===== config.mk =====
export PLATFORM = sky130hd
export DESIGN_NAME = reflet_byte_bus_bridge_flat
export DESIGN_NICKNAME = d
export VERILOG_FILES = /design/src/rtl/reflet_byte_bus_bridge_if.sv /design/src/rtl/reflet_byte_bus_bridge.sv /design/src/flat_wrapper.sv
export SDC_FILE = /design/constraint.sdc
export NUM_CORES = 1
export LEC_CHECK = 0
export CAP_MARGIN = 10
export CORE_UTILIZATION = 53
export CTS_CLUSTER_SIZE = 24
export DETAILED_ROUTE_END_ITERATION = 8
export PLACE_DENSITY = 0.84
export SETUP_SLACK_MARGIN = 0.15
export SYNTH_ARGS = -nofsm -noshare
export SYNTH_HDL_FRONTEND = slang
export SYNTH_SLANG_ARGS = --single-unit

===== constraint.sdc =====
create_clock -name clk -period 14.6 [get_ports clk]
set_input_delay 2.92 -clock clk [delete_from_list [all_inputs] [get_ports clk]]
set_output_delay 2.92 -clock clk [all_outputs]
set_load 0.05 [all_outputs]

===== src/rtl/reflet_byte_bus_bridge_if.sv =====
// Bus bundle for reflet_byte_bus_bridge.
// Word side: an aligned word request/response channel.
//   word_addr, word_data_in, word_write_en, word_read_en  (requester -> bridge)
//   word_data_out, word_ready, bus_error                  (bridge -> requester)
// Byte side: an 8-bit memory channel with a ready handshake.
//   byte_addr, byte_data_out, byte_write_en, byte_read_en (bridge -> memory)
//   byte_data_in, byte_ready                              (memory -> bridge)
// Modports:
//   slave  - the bridge (responder on the word side, initiator on the byte side)
//   master - the surrounding system (requester plus byte memory)
interface reflet_byte_bus_bridge_if #(
  parameter int word_size = 32,
  parameter int addr_size = 32
);
  logic [addr_size-1:0] word_addr;
  logic [word_size-1:0] word_data_in;
  logic [word_size-1:0] word_data_out;
  logic                 word_write_en;
  logic                 word_read_en;
  logic                 word_ready;
  logic                 bus_error;

  logic [addr_size-1:0] byte_addr;
  logic [7:0]           byte_data_out;
  logic [7:0]           byte_data_in;
  logic                 byte_write_en;
  logic                 byte_read_en;
  logic                 byte_ready;

  modport slave (
    input  word_addr, word_data_in, word_write_en, word_read_en,
    input  byte_data_in, byte_ready,
    output word_data_out, word_ready, bus_error,
    output byte_addr, byte_data_out, byte_write_en, byte_read_en
  );

  modport master (
    output word_addr, word_data_in, word_write_en, word_read_en,
    output byte_data_in, byte_ready,
    input  word_data_out, word_ready, bus_error,
    input  byte_addr, byte_data_out, byte_write_en, byte_read_en
  );
endinterface


===== src/rtl/reflet_byte_bus_bridge.sv =====
// reflet_byte_bus_bridge
// Serves aligned word reads/writes by running word_size/8 sequential little-endian byte
// transfers on a byte-wide memory bus, with a per-byte stall timeout.
// Ports:
//   clk    - single clock, rising edge
//   reset  - asynchronous, active-high
//   bus    - reflet_byte_bus_bridge_if.slave (word request side and byte memory side)
// Parameters:
//   word_size      - word width in bits (multiple of 8, >= 16)
//   addr_size      - width of both address buses
//   timeout_cycles - max wait cycles per byte before bus_error; 0 disables the timeout
module reflet_byte_bus_bridge #(
  parameter int word_size      = 32,
  parameter int addr_size      = 32,
  parameter int timeout_cycles = 255
) (
  input logic                          clk,
  input logic                          reset,
  reflet_byte_bus_bridge_if.slave      bus
);
  localparam int n_bytes = word_size / 8;
  localparam int idx_w   = $clog2(n_bytes);
  localparam int wait_w  = (timeout_cycles > 0) ? $clog2(timeout_cycles + 1) : 1;

  localparam logic [idx_w-1:0]     last_idx   = idx_w'(n_bytes - 1);
  localparam logic [addr_size-1:0] align_mask = ~addr_size'(n_bytes - 1);
  localparam logic [wait_w-1:0]    wait_limit = wait_w'(timeout_cycles - 1);

  typedef enum logic [1:0] {IDLE, XFER, DONE} state_t;

  state_t               state, state_next;
  logic [idx_w-1:0]     idx;
  logic [wait_w-1:0]    wait_cnt;
  logic [addr_size-1:0] base;
  logic [word_size-1:0] wdata;
  logic [word_size-1:0] rbuf;      // bytes gathered by the current read
  logic [word_size-1:0] data_out;  // last completed read, held between reads
  logic                 is_write;
  logic                 err_flag;
  logic                 timed_out;

  wire request = bus.word_write_en | bus.word_read_en;

  // NOTE: state and datapath registers use non-blocking assignments so every
  // flop samples pre-edge values regardless of statement order.
  always_ff @(posedge clk or posedge reset) begin
    if (reset) state <= IDLE;
    else       state <= state_next;
  end

  // NOTE: every output of this block gets a default first, so no path through
  // the case statement leaves a signal unassigned and no latch is inferred.
  always_comb begin
    state_next        = state;
    timed_out         = 1'b0;
    bus.byte_write_en = 1'b0;
    bus.byte_read_en  = 1'b0;
    bus.byte_addr     = '0;
    bus.byte_data_out = '0;
    bus.word_ready    = 1'b0;
    bus.bus_error     = 1'b0;
    bus.word_data_out = data_out;

    case (state)
      IDLE: begin
        if (request) state_next = XFER;
      end
      XFER: begin
        bus.byte_write_en = is_write;
        bus.byte_read_en  = ~is_write;
        bus.byte_addr     = base + addr_size'(idx);
        bus.byte_data_out = wdata[{idx, 3'b000} +: 8];
        if (bus.byte_ready) begin
          if (idx == last_idx) state_next = DONE;
        end else if (timeout_cycles != 0 && wait_cnt == wait_limit) begin
          // This wait is the timeout_cycles-th for the current byte.
          timed_out  = 1'b1;
          state_next = DONE;
        end
      end
      DONE: begin
        bus.word_ready = 1'b1;
        bus.bus_error  = err_flag;
        // Present the fresh read result during the completion cycle itself.
        if (!is_write) bus.word_data_out = rbuf;
        state_next = IDLE;
      end
      default: state_next = IDLE;
    endcase
  end

  always_ff @(posedge clk or posedge reset) begin
    if (reset) begin
      idx      <= '0;
      wait_cnt <= '0;
      base     <= '0;
      wdata    <= '0;
      rbuf     <= '0;
      data_out <= '0;
      is_write <= 1'b0;
      err_flag <= 1'b0;
    end else begin
      case (state)
        IDLE: begin
          if (request) begin
            base     <= bus.word_addr & align_mask;
            wdata    <= bus.word_data_in;
            is_write <= bus.word_write_en;  // write wins when both are requested
            idx      <= '0;
            wait_cnt <= '0;
            rbuf     <= '0;                 // bytes skipped by a timeout read as 0
            err_flag <= 1'b0;
          end
        end
        XFER: begin
          if (bus.byte_ready) begin
            if (!is_write) rbuf[{idx, 3'b000} +: 8] <= bus.byte_data_in;
            wait_cnt <= '0;
            if (idx != last_idx) idx <= idx + 1'b1;
          end else begin
            wait_cnt <= wait_cnt + 1'b1;
            if (timed_out) err_flag <= 1'b1;
          end
        end
        DONE: begin
          if (!is_write) data_out <= rbuf;
          idx      <= '0;
          wait_cnt <= '0;
        end
        default: ;
      endcase
    end
  end
endmodule

===== src/flat_wrapper.sv =====
// flat-port wrapper written by rule: the top's interface ports become plain ports
module reflet_byte_bus_bridge_flat 
#(
  parameter int word_size      = 32,
  parameter int addr_size      = 32,
  parameter int timeout_cycles = 255
)
  (clk, reset, bus_word_addr, bus_word_data_in, bus_word_write_en, bus_word_read_en, bus_byte_data_in, bus_byte_ready, bus_word_data_out, bus_word_ready, bus_bus_error, bus_byte_addr, bus_byte_data_out, bus_byte_write_en, bus_byte_read_en);
  reflet_byte_bus_bridge_if #(.word_size(word_size), .addr_size(addr_size)) bus_i ();
  input logic clk;
  input logic reset;
  input wire logic [$bits(bus_i.word_addr)-1:0] bus_word_addr;
  input wire logic [$bits(bus_i.word_data_in)-1:0] bus_word_data_in;
  input wire logic [$bits(bus_i.word_write_en)-1:0] bus_word_write_en;
  input wire logic [$bits(bus_i.word_read_en)-1:0] bus_word_read_en;
  input wire logic [$bits(bus_i.byte_data_in)-1:0] bus_byte_data_in;
  input wire logic [$bits(bus_i.byte_ready)-1:0] bus_byte_ready;
  output wire logic [$bits(bus_i.word_data_out)-1:0] bus_word_data_out;
  output wire logic [$bits(bus_i.word_ready)-1:0] bus_word_ready;
  output wire logic [$bits(bus_i.bus_error)-1:0] bus_bus_error;
  output wire logic [$bits(bus_i.byte_addr)-1:0] bus_byte_addr;
  output wire logic [$bits(bus_i.byte_data_out)-1:0] bus_byte_data_out;
  output wire logic [$bits(bus_i.byte_write_en)-1:0] bus_byte_write_en;
  output wire logic [$bits(bus_i.byte_read_en)-1:0] bus_byte_read_en;
  assign bus_i.word_addr = bus_word_addr;
  assign bus_i.word_data_in = bus_word_data_in;
  assign bus_i.word_write_en = bus_word_write_en;
  assign bus_i.word_read_en = bus_word_read_en;
  assign bus_i.byte_data_in = bus_byte_data_in;
  assign bus_i.byte_ready = bus_byte_ready;
  assign bus_word_data_out = bus_i.word_data_out;
  assign bus_word_ready = bus_i.word_ready;
  assign bus_bus_error = bus_i.bus_error;
  assign bus_byte_addr = bus_i.byte_addr;
  assign bus_byte_data_out = bus_i.byte_data_out;
  assign bus_byte_write_en = bus_i.byte_write_en;
  assign bus_byte_read_en = bus_i.byte_read_en;
  reflet_byte_bus_bridge #(.word_size(word_size), .addr_size(addr_size), .timeout_cycles(timeout_cycles)) u_core (.clk(clk), .reset(reset), .bus(bus_i));
endmodule

# Yosys cells after proc, flatten, opt, wreduce, memory -nomap -nowiden

Cells that the tools add are included.

Register bits: 140
Word-level logic and storage cells: 72
Output and inout port bits: 76
Bits of input ports: 77

Equal/unequal tests: 13
Mux-type cells: 32
Shift-type cells: 3
Bitwise gates (word level): 2
$add $sub $neg: 4
Reduce and logical (&&, ||, !) cells: 9

Operator list:

| cell                                                                   | number |
|---|---|
| 32-bit 2-to-1 mux                                                      | 6 |
| 32-bit case mux with 2 select lines                                    | 1 |
| 32-bit by 2-bit adder with 32-bit output                               | 1 |
| 32-bit bitwise mux                                                     | 1 |
| 8-bit by 7-bit variable shift with 32-bit output, first input constant | 1 |
| 32-bit by 6-bit indexed part select with 8-bit output                  | 1 |
| 8-bit by 7-bit indexed part select with 32-bit output                  | 1 |
| 8-bit 2-to-1 mux                                                       | 3 |
| 8-bit case mux with 3 select lines                                     | 1 |
| 2-bit 2-to-1 mux                                                       | 7 |
| 4-bit AND reduction                                                    | 3 |
| 1-bit 2-to-1 mux                                                       | 10 |
| 8-bit by 1-bit adder with 8-bit output, second input constant          | 1 |
| 8-bit == test, second input constant                                   | 1 |
| 2-bit != test, second input constant                                   | 4 |
| 5-bit negation with 7-bit output                                       | 1 |
| 2-bit by 1-bit != test with 1-bit output, second input constant        | 3 |
| 3-bit by 2-bit != test with 1-bit output, second input constant        | 2 |
| 2-bit case mux with 3 select lines                                     | 1 |
| 2-bit == test, second input constant                                   | 2 |
| 2-bit case mux with 2 select lines                                     | 1 |
| 2-bit AND reduction                                                    | 2 |
| 3-bit AND reduction                                                    | 1 |
| 3-bit nonzero test                                                     | 1 |
| other kinds (7)                                                        | 7 |

# Depth between registers and ports, before layout

Gate-level depths: netlist of run 1.

Word-level depth: 7
Gate-level depth with buffers: 7
Mapped depth without buffers: 5

# Worst setup path before layout of run 1

Ideal clock, no wire load.

Kind: register -> output
From: register u_core.state[0]
To: output bus_word_data_out[6]
Cell stages (with the launch flop): 6
Path buffers: 2
Data required time: 11.680 ns
Arrival time: 2.331 ns
Path slack: 9.349 ns
Cells stage by stage: dfrtp_1 > nor2b_1 > nor2b_1 > clkbuf_1 > buf_2 > mux2_1

Word-level cells in the longest chain between the ends: 2

Ends and longest elaborated chain:

| element                | line                         | source |
|---|---|---|
| from (decl)            | reflet_byte_bus_bridge.sv:31 | `state_t state, state_next;` |
| from (signal assigned) | reflet_byte_bus_bridge.sv:48 | `else state <= state_next;` |
| 2-bit == test          | reflet_byte_bus_bridge.sv:64 | `case (state)` |
| 32-bit 2-to-1 mux      | n/a                          |  |
| to (decl)              | flat_wrapper.sv:18           | `output wire logic [$bits(bus_i.word_data_out)-1:0] bus_word_data_out;` |

No other way between the ends.

# Worst setup path in the final report of run 1

From: register u_core.state[0]
To: output bus_byte_data_out[7]

Word-level cells in the longest chain between the ends: 2

Ends and longest elaborated chain:

| element                                  | line                         | source |
|---|---|---|
| 2-bit by 1-bit == test with 1-bit output | reflet_byte_bus_bridge.sv:64 |  |
| 8-bit 2-to-1 mux                         | reflet_byte_bus_bridge.sv:64 |  |
| to (decl)                                | flat_wrapper.sv:22           | `output wire logic [$bits(bus_i.byte_data_out)-1:0] bus_byte_data_out;` |

No other way between the ends.

==> results.py, run 1 <==
metrics = {
    "status": {
        "outcome": "completed",
    },
    "floorplan": {
        "dieArea_mm2": 0.0117,
        "die_w_um": 108,
        "io_pins": 153,
        "start_util": 0.548,
        "die_h_um": 108,
        "coreArea_mm2": 0.0109,
        "rows": 38,
    },
    "synth": {
        "netlist-cell-type-count": 33,
        "synth-edff-count": 0,
        "syn-num-nets": 662,
        "synth-seq-cells": 140,
        "ys_warn_count": 0,
        "async_reset_ff_frac": 1.00,
        "avgSynthCellArea_um2": 10.3,
        "synth_top_area_cell": "dfrtp_1",
        "synth.area.top_cells": "dfrtp_1 (59%), nand2_1 (14%), mux2_2 (5.8%)",
        "ys_seq_area_frac": 0.587,
        "synth.most_common_cell": "nand2_1",
        "syn_inst": 578,
        "synth_top_area_frac": 0.587,
        "synth_ff_type": "dfrtp_1",
        "synth_common_cells": "nand2_1 (215), dfrtp_1 (140), and2_1 (41), mux2_2 (31), o21ai_0 (26)",
        "netlist_area_mm2": 0.00597,
    },
    "sta": {
        "final_max_slew_viol_count": 0,
        "fmax_ghz": 0.168,
        "setup_violations": 0,
        "min_period_ns": 5.95,
        "slew_headroom": 0.416,
        "hold_viol": 0,
        "finClkSkew_ns": 0.00748,
        "worstMarginPinSlew_ns": 0.873,
        "min_period_over_period": 0.408,
        "rsz0062_at_grt": "false",
        "setup_tns_ns": 0,
    },
    "placed_design": {
        "routabilityCongestion": 0.827,
        "dp_hpwl_um": 9460,
        "io_buffer_count": 150,
    },
    "worst_setup_path": {
        "worstSetupEndpointType": "primary output",
        "cp_data_required_time_ns": 11.68,
        "crit_fanout": 23,
        "cp-startpoint": "u_core.state[0]",
        "reg2reg_depth": 5,
        "ff2ff_setup_slack_ns": 11.85,
        "r2r-end": "u_core.rbuf[22]",
        "cp_top_family": "buffers and inverters",
        "worstSetupStartpointType": "flop",
        "crit_path_top_delay_cell": "clkdlybuf4s50_1",
        "critPathMaxStageDelay_ns": 0.81,
        "reg2reg_from": "u_core.idx[0]",
        "cp.arrival_ns": 3.03,
        "path_class": "reg -> out",
        "critPathCapture": "bus_byte_data_out[7]",
        "path_buf_inv": 2,
        "crit_chain": "nor2b_2, buf_4, and2_1, clkdlybuf4s50_1",
        "crit_cells": 4,
    },
    "drt": {
        "firstDrtPassIters": 4,
        "wirelength_um": 14600,
        "drtAntennaViolNets": 0,
        "dr_total_vias": 4637,
        "drcViolationCount": 0,
        "drtIter0Drc": 275,
        "drt-vias-per-instance": 5.29,
        "wire_per_inst_um": 16.6,
    },
    "power": {
        "seq_power_share": 0.320,
        "finalPower_mw": 1.78,
        "total_leakage_power_nw": 3.89,
        "p_sw_frac": 0.407,
        "power_switching_mw": 0.723,
        "comb_power_share": 0.432,
        "p_int_mw": 1.05,
        "p_clk_frac": 0.248,
        "ir_worst_vdd_uv": 164,
        "powerDensity_mw_per_mm2": 216,
    },
    "finish": {
        "antenna_cells": 0,
        "area_growth_pct": 37.8,
        "final_util": 0.756,
        "layout-drive-gt1-share": 0.115,
        "nNetsFinal": 808,
    },
    "global_route": {
        "grt_use_total": 0.275,
        "grt_max_degree": 81,
        "grt.overflow.total": 0,
        "antenna_found_initial": 0,
        "grt_pass1_vias": 4816,
        "grt_pass1_wl_um": 23900,
    },
    "clock_tree": {
        "cts-resized-gates": 0,
        "holdBufCountCts": 0,
        "post_cts_buffers": 0,
        "cts_buffer_depth": 2,
        "htreeDepth": 4,
        "clkTransAtPathRegs_ns": 0.06,
        "cts_tree": "built",
        "insertion_delay_ns": 0.52,
        "cts-root-buf": "clkbuf_8",
        "clkSinkCount": 140,
        "cts_made_buffers": 17,
    },
    "flow_run": {
        "drv_cap": 0,
    },
    "min_path": {
        "hold_path_class": "reg -> reg",
        "hp-start": "u_core.base[26]",
    },
}
-- area by class of cell --
class	instances	area, um2
Sequential cell	140	3500
Multi-Input combinational cell	406	2360
Fill cell	737	2660
Clock inverter	10	136
Clock buffer	22	483
Timing Repair Buffer	155	1550
Inverter	4	20.0
Tap cell	140	175
-- routing by layer --
layer	vias to the layer above	GRT usage	part of all wire
met2	146	0.451	0.50
met5	-	0	0
li1	2198	-	-
met1	2271	0.342	0.41
met3	22	0.0850	0.062
met4	0	0.103	0.021
-- logic make-up (layout without fill, tap and decap cells) --
| kind of cell | after synthesis | after routing | share of synthesized area |
|---|---|---|---|
| mux | 41 | 41 | 0.0930 |
| xor+xnor | 3 | 3 | 0.00440 |
| buf+inv | 32 | 191 | 0.0212 |
| fa+ha+maj | 7 | 7 | 0.0147 |
| flops | 140 | 140 | 0.587 |
| simple gates | 305 | 305 | 0.226 |
| compound gates | 50 | 50 | 0.0536 |
-- how the worst min path moves through the flow --
stage / end / slack (ns) / cells after the start
6_report: u_core.base[26] / 0.47 / 2
5_1_grt: u_core.base[26] / 0.49 / 2
4_1_cts: u_core.base[23] / 0.47 / 2
3_5_place_dp: u_core.base[23] / 0.45 / 2
3_3_place_gp: u_core.base[13] / 0.45 / 2
2_1_floorplan: u_core.base[10] / 0.44 / 2
-- cells in the final DEF (no fill, tap or decap), types with 3 or more instances in the layout --
master,n
a21oi_1,4
a22o_1,18
and2_1,41
buf_4,4
bufinv_16,3
clkbuf_16,16
clkbuf_8,6
clkdlybuf4s50_1,150
clkinv_2,3
clkinvlp_4,3
dfrtp_1,140
ha_1,7
inv_1,3
mux2_2,31
mux4_2,8
nand2_1,215
nand2b_1,4
nand3_1,18
nand4_1,4
nor2_1,8
o21ai_0,26
xor2_1,3
-- worst min-delay path, delay by kind of cell, from the launching register on --
family,cells,cell delay [ns]
and+or+nand+nor,2,0.10
DFF,1,0.34
-- state kept, by name, summed over array words and instances, names as in the netlist --
register	cells
u_core.wait_cnt	8
u_core.idx	2
u_core.rbuf	32
u_core.data_out	32
u_core.state	2
u_core.base	30
u_core.is_write	1
u_core.err_flag	1
u_core.wdata	32
-- stage by stage --
stage / hold WS, ns / instances / worst slack, ns / cell area [um2]
5_1_grt: 0.487 / 877 / 8.38 / 8230
6_report: 0.467 / 877 / 8.65 / 8230
2_1_floorplan: 0.437 / 578 / 7.93 / 5970
4_1_cts: 0.470 / 876 / 8.55 / 8210
3_3_place_gp: 0.451 / 844 / 9.19 / 7590
3_5_place_dp: 0.454 / 844 / 9.15 / 7590
-- power groups by stage --
stage                     Sequential, mW  Combinational (mW)  Clock, mW
after floorplan                    0.542               0.544          0
after detailed placement           0.574               0.759          0
after global routing               0.582               0.822      0.468
final                              0.569               0.767      0.440
after CTS                          0.569               0.769      0.447
after global placement             0.565               0.745          0
(Power assumes the default switching activity.)
==> inputs of run 2 (changes only) <==
--- a/config.mk
+++ b/config.mk
@@ -6,10 +6,10 @@
 export NUM_CORES = 1
 export LEC_CHECK = 0
 export CAP_MARGIN = 10
-export CORE_UTILIZATION = 53
+export CORE_UTILIZATION = 49
 export CTS_CLUSTER_SIZE = 24
 export DETAILED_ROUTE_END_ITERATION = 8
-export PLACE_DENSITY = 0.84
+export PLACE_DENSITY = 0.78
 export SETUP_SLACK_MARGIN = 0.15
 export SYNTH_ARGS = -nofsm -noshare
 export SYNTH_HDL_FRONTEND = slang
==> constraint.sdc (replaced) <==
create_clock -name clk -period 5.8 [get_ports clk]
set_input_delay 1.16 -clock clk [delete_from_list [all_inputs] [get_ports clk]]
set_output_delay 1.16 -clock clk [all_outputs]
set_load 0.05 [all_outputs]
==> results.py, run 2 (same netlist as run 1, synthesis figures left out) <==
metrics = {
    "status": {
        "outcome": "completed",
    },
    "floorplan": {
        "io_pins": 153,
        "start_util": 0.512,
        "dieArea_mm2": 0.0126,
        "die_h_um": 112,
        "coreArea_mm2": 0.0117,
        "rows": 39,
        "die_w_um": 112,
    },
    "power": {
        "p_sw_frac": 0.415,
        "comb_power_share": 0.439,
        "p_int_mw": 2.56,
        "total_leakage_power_nw": 3.87,
        "powerDensity_mw_per_mm2": 536,
        "seq_power_share": 0.326,
        "power_switching_mw": 1.82,
        "p_clk_frac": 0.235,
        "ir_worst_vdd_uv": 346,
    },
    "finish": {
        "mostFrequentLayoutCell": "nand2_1",
        "design_area_mm2": 0.00816,
        "layout-drive-gt1-share": 0.114,
        "antenna_cells": 0,
        "nNetsFinal": 808,
        "nFillCells": 874,
        "final_cell_mix": "nand2_1 (215), clkdlybuf4s50_1 (150), dfrtp_1 (140)",
        "area_growth_pct": 36.6,
        "reg.largest.list": "u_core.data_out: 32 flops, u_core.rbuf: 32 flops, u_core.wdata: 32 flops",
    },
    "placed_design": {
        "pre_cts_ws_ns": 2.29,
        "dp_hpwl_um": 9550,
        "routabilityCongestion": 0.822,
        "placed_cell_area_mm2": 0.00760,
        "io_buffer_count": 150,
    },
    "sta": {
        "setup_ws_ns": 1.86,
        "rsz0062_at_grt": "false",
        "setup_tns_ns": 0,
        "min_period_over_period": 0.678,
        "finClkSkew_ns": 0.00755,
        "final_max_slew_viol_count": 0,
        "fmax_ghz": 0.254,
        "hold_viol": 0,
        "setup_violations": 0,
        "slew_headroom": 0.360,
        "worstMarginPinSlew_ns": 0.958,
        "worst_hold_slack_ns": 0.463,
        "min_period_ns": 3.94,
    },
    "worst_setup_path": {
        "cp_data_required_time_ns": 4.64,
        "crit_cells": 5,
        "crit_chain": "nor2b_1, nor2b_2, buf_4, mux2_2, clkdlybuf4s50_1",
        "path_class": "reg -> out",
        "cp_top_family": "buffers and inverters",
        "cp.arrival_ns": 2.78,
        "reg2reg_depth": 5,
        "critPathMaxStageDelay_ns": 0.71,
        "worstSetupStartpointType": "flop",
        "crit_path_top_delay_cell": "clkdlybuf4s50_1",
        "path_buf_inv": 2,
        "worstSetupEndpointType": "primary output",
        "crit_fanout": 32,
    },
    "global_route": {
        "grt_use_total": 0.245,
        "grt_max_degree": 92,
        "grt_pass1_vias": 4792,
        "grt.overflow.total": 0,
        "antenna_found_initial": 0,
        "grt_pass1_wl_um": 23700,
    },
    "clock_tree": {
        "clkSinkCount": 140,
        "insertion_delay_ns": 0.41,
        "holdBufCountCts": 0,
        "clkTransAtPathRegs_ns": 0.05,
        "htreeDepth": 4,
        "cts_made_buffers": 17,
        "post_cts_buffers": 0,
        "cts_buffer_depth": 2,
        "cts_tree": "built",
        "cts-root-buf": "clkbuf_16",
        "cts-resized-gates": 0,
    },
    "drt": {
        "wirelength_um": 14500,
        "wire_per_inst_um": 16.5,
        "dr_total_vias": 4599,
        "drt-vias-per-instance": 5.23,
        "drtIter0Drc": 299,
        "drcViolationCount": 0,
        "drtAntennaViolNets": 0,
        "firstDrtPassIters": 4,
    },
    "min_path": {
        "worstHoldPathCells": 2,
        "hold_path_class": "reg -> reg",
    },
    "flow_run": {
        "drv_cap": 0,
    },
}
==> run 2: cell types whose count changed in the layout (fill, tap and decap cells not counted), sizes merged <==
cell      delta
bufinv       -1
clkinvlp     -1
clkbuf       -4
clkinv       +6
==> run 2: power by group through the flow <==
stage	clock network [mW]	registers, mW	logic [mW]
6_report	1.03	1.43	1.92
5_1_grt	1.09	1.46	2.06
4_1_cts	1.04	1.43	1.94
3_5_place_dp	0	1.44	1.92
3_3_place_gp	0	1.42	1.88
2_1_floorplan	0	1.36	1.37
==> run 2: worst register-to-register path: stages, from the launching register on <==
cell and delay (ns):
dfrtp_1 0.83, inv_1 0.27, ha_1 0.46, nor3b_1 0.81
nand2_1 0.13, o21ai_0 0.21
==> run 2: final timing paths <==
| kind | slack, ns | startpoint | endpoint |
|---|---|---|---|
| worst max-delay path | 1.86 | u_core.state[1] | bus_word_data_out[23] |
| worst min-delay path | 0.46 | u_core.base[30] | u_core.base[30] |
| worst max register to register | 3.00 | u_core.idx[0] | u_core.rbuf[22] |
| worst min register to register | 0.46 | u_core.base[30] | u_core.base[30] |
| max in group asynchronous | 3.32 | reset | u_core.rbuf[22] |
| min in group asynchronous | 1.27 | reset | u_core.base[31] |
==> run 2: stage by stage <==
stage                      util  power, mW  cells
after global placement    0.652       3.31    848
final                     0.700       4.38    880
after floorplan               -       2.73    578
after CTS                 0.700       4.41    880
after detailed placement  0.652       3.36    848
after global routing      0.700       4.61    880
==> run 2: layer usage <==
layer	vias to the layer above	share of wire	global-route usage	routed length, um
met5	-	0	0	0
met4	0	0.015	0.0827	221
met3	16	0.057	0.0805	822
met2	115	0.50	0.401	7200
met1	2279	0.43	0.309	6240
li1	2189	-	-	-
==> run 2: final cells by class <==
| cell class | count | area [um2] | share of cell area |
|---|---|---|---|
| clock inverters | 14 | 129 | 0.0158 |
| clock buffers | 18 | 429 | 0.0526 |
| flip-flops and latches | 140 | 3500 | 0.429 |
| well taps | 143 | 179 | 0.0219 |
| inverters | 4 | 20.0 | 0.00245 |
| multi-input cells | 406 | 2360 | 0.289 |
| repair buffers | 155 | 1540 | 0.189 |
==> inputs of run 3 (changes only) <==
==> constraint.sdc (replaced) <==
create_clock -name clk -period 3.91 [get_ports clk]
set_input_delay 0.782 -clock clk [delete_from_list [all_inputs] [get_ports clk]]
set_output_delay 0.782 -clock clk [all_outputs]
set_load 0.05 [all_outputs]
==> results.py, run 3 (same netlist as run 1, synthesis figures left out) <==
metrics = {
    "floorplan": {
        "die_h_um": 112,
        "rows": 39,
        "coreArea_mm2": 0.0117,
        "die_w_um": 112,
        "io_pins": 153,
        "start_util": 0.512,
        "dieArea_mm2": 0.0126,
    },
    "finish": {
        "antenna_cells": 0,
        "nNetsFinal": 809,
        "reg.largest.list": "u_core.data_out: 32 flops, u_core.rbuf: 32 flops, u_core.wdata: 32 flops",
        "mostFrequentLayoutCell": "nand2_1",
        "layout-drive-gt1-share": 0.117,
        "final_util": 0.710,
        "final_cell_mix": "nand2_1 (215), clkdlybuf4s50_1 (150), dfrtp_1 (140)",
        "nFillCells": 861,
        "area_growth_pct": 38.6,
    },
    "worst_setup_path": {
        "cp_top_family": "buffers and inverters",
        "worstSetupStartpointType": "flop",
        "cp.arrival_ns": 2.81,
        "reg2reg_from": "u_core.idx[0]",
        "crit_path_top_delay_cell": "clkdlybuf4s50_1",
        "path_buf_inv": 2,
        "cp_data_required_time_ns": 3.13,
        "ff2ff_setup_slack_ns": 1.08,
        "crit_fanout": 32,
        "path_class": "reg -> out",
        "r2r-end": "u_core.rbuf[18]",
        "cp-startpoint": "u_core.state[1]",
        "crit_cells": 5,
        "reg2reg_depth": 5,
        "critPathCapture": "bus_word_data_out[12]",
        "critPathMaxStageDelay_ns": 0.73,
        "crit_chain": "nor2b_1, nor2b_2, buf_4, mux2_2, clkdlybuf4s50_1",
        "worstSetupEndpointType": "primary output",
    },
    "min_path": {
        "hold_path_class": "reg -> reg",
    },
    "clock_tree": {
        "clkTransAtPathRegs_ns": 0.06,
        "cts-resized-gates": 0,
        "holdBufCountCts": 0,
        "clkSinkCount": 140,
        "cts_tree": "built",
        "cts-root-buf": "clkbuf_16",
        "htreeDepth": 4,
        "insertion_delay_ns": 0.42,
        "cts_made_buffers": 17,
        "cts_buffer_depth": 2,
        "post_cts_buffers": 0,
    },
    "power": {
        "ir_worst_vdd_uv": 583,
        "powerDensity_mw_per_mm2": 813,
        "total_leakage_power_nw": 3.90,
    },
    "drt": {
        "dr_total_vias": 4657,
        "drtAntennaViolNets": 0,
        "drcViolationCount": 0,
        "firstDrtPassIters": 4,
        "drtIter0Drc": 239,
        "wire_per_inst_um": 16.4,
        "drt-vias-per-instance": 5.29,
        "wirelength_um": 14400,
    },
    "global_route": {
        "grt_pass1_vias": 4935,
        "grt_use_met3": 0.0972,
        "grt_use_total": 0.251,
        "antenna_found_initial": 0,
        "grt_use_met1": 0.317,
        "grt.overflow.total": 0,
        "grt_max_degree": 141,
        "met2_usage": 0.402,
        "grt_pass1_wl_um": 24400,
        "gr-max-usage-layer": "met2",
    },
    "sta": {
        "rsz0062_at_grt": "false",
        "min_period_ns": 3.59,
        "setup_violations": 0,
        "fmax_ghz": 0.278,
        "finClkSkew_ns": 0.00866,
        "min_period_over_period": 0.919,
        "worstMarginPinSlew_ns": 0.918,
        "setup_tns_ns": 0,
        "hold_viol": 0,
        "slew_headroom": 0.387,
        "final_max_slew_viol_count": 0,
    },
    "placed_design": {
        "routabilityCongestion": 0.832,
        "dp_hpwl_um": 9470,
        "io_buffer_count": 150,
    },
    "flow_run": {
        "drv_cap": 0,
    },
    "status": {
        "outcome": "completed",
    },
}
-- run 3: cell count changes in the layout (fill, tap and decap cells not counted), sizes merged --
cell	before	now
clkinv	10	4
clkinvlp	2	5
bufinv	2	4
buf	5	6
clkbuf	18	19
-- run 3: worst min-delay path by stage --
stage | to | depth (start not counted) | from
floorplan | u_core.base[10] | 2 | u_core.base[10]
global placement | u_core.base[18] | 2 | u_core.base[18]
detailed placement | u_core.base[22] | 2 | u_core.base[22]
CTS | u_core.base[13] | 2 | u_core.base[13]
global route | u_core.wdata[20] | 2 | u_core.wdata[20]
finish | u_core.base[22] | 2 | u_core.base[22]
-- run 3: power by group --
group	switching (mW)	internal, mW
combinational	1.84	1.04
sequential	0.276	1.85
clock	0.615	1.10
total	2.73	3.99
-- run 3: worst reg2reg max path: stages (launching register included) --
cell and delay (ns):
dfrtp_1 0.82, inv_1 0.31, ha_1 0.47, nor3b_1 0.78, nand2_1 0.15, o21ai_0 0.20
-- run 3: metrics by stage --
stage	area (um2)	instances	hold slack [ns]	setup slack, ns	power, mW
after detailed placement	7630	849	0.454	0.789	5.01
after CTS	8280	881	0.469	0.302	6.77
final	8280	881	0.464	0.316	6.73
after global routing	8280	881	0.484	0.162	7.08
after global placement	7630	849	0.451	0.802	4.92
after floorplan	5980	578	0.437	0.797	4.06
-- run 3: cell type report --
cell class              instances  area (um2)  area share
repair buffers                156        1570       0.190
multi-input cells             406        2360       0.285
flip-flops and latches        140        3500       0.423
clock buffers                  19         453      0.0547
clock inverters                13         190      0.0230
inverters                       4        18.8     0.00227
well taps                     143         179      0.0216
-- run 3: per-layer routing --
layer,vias to the layer above,share of wire
li1,2194,-
met5,-,0
met1,2287,0.42
met2,155,0.49
met4,0,0.018
met3,21,0.066
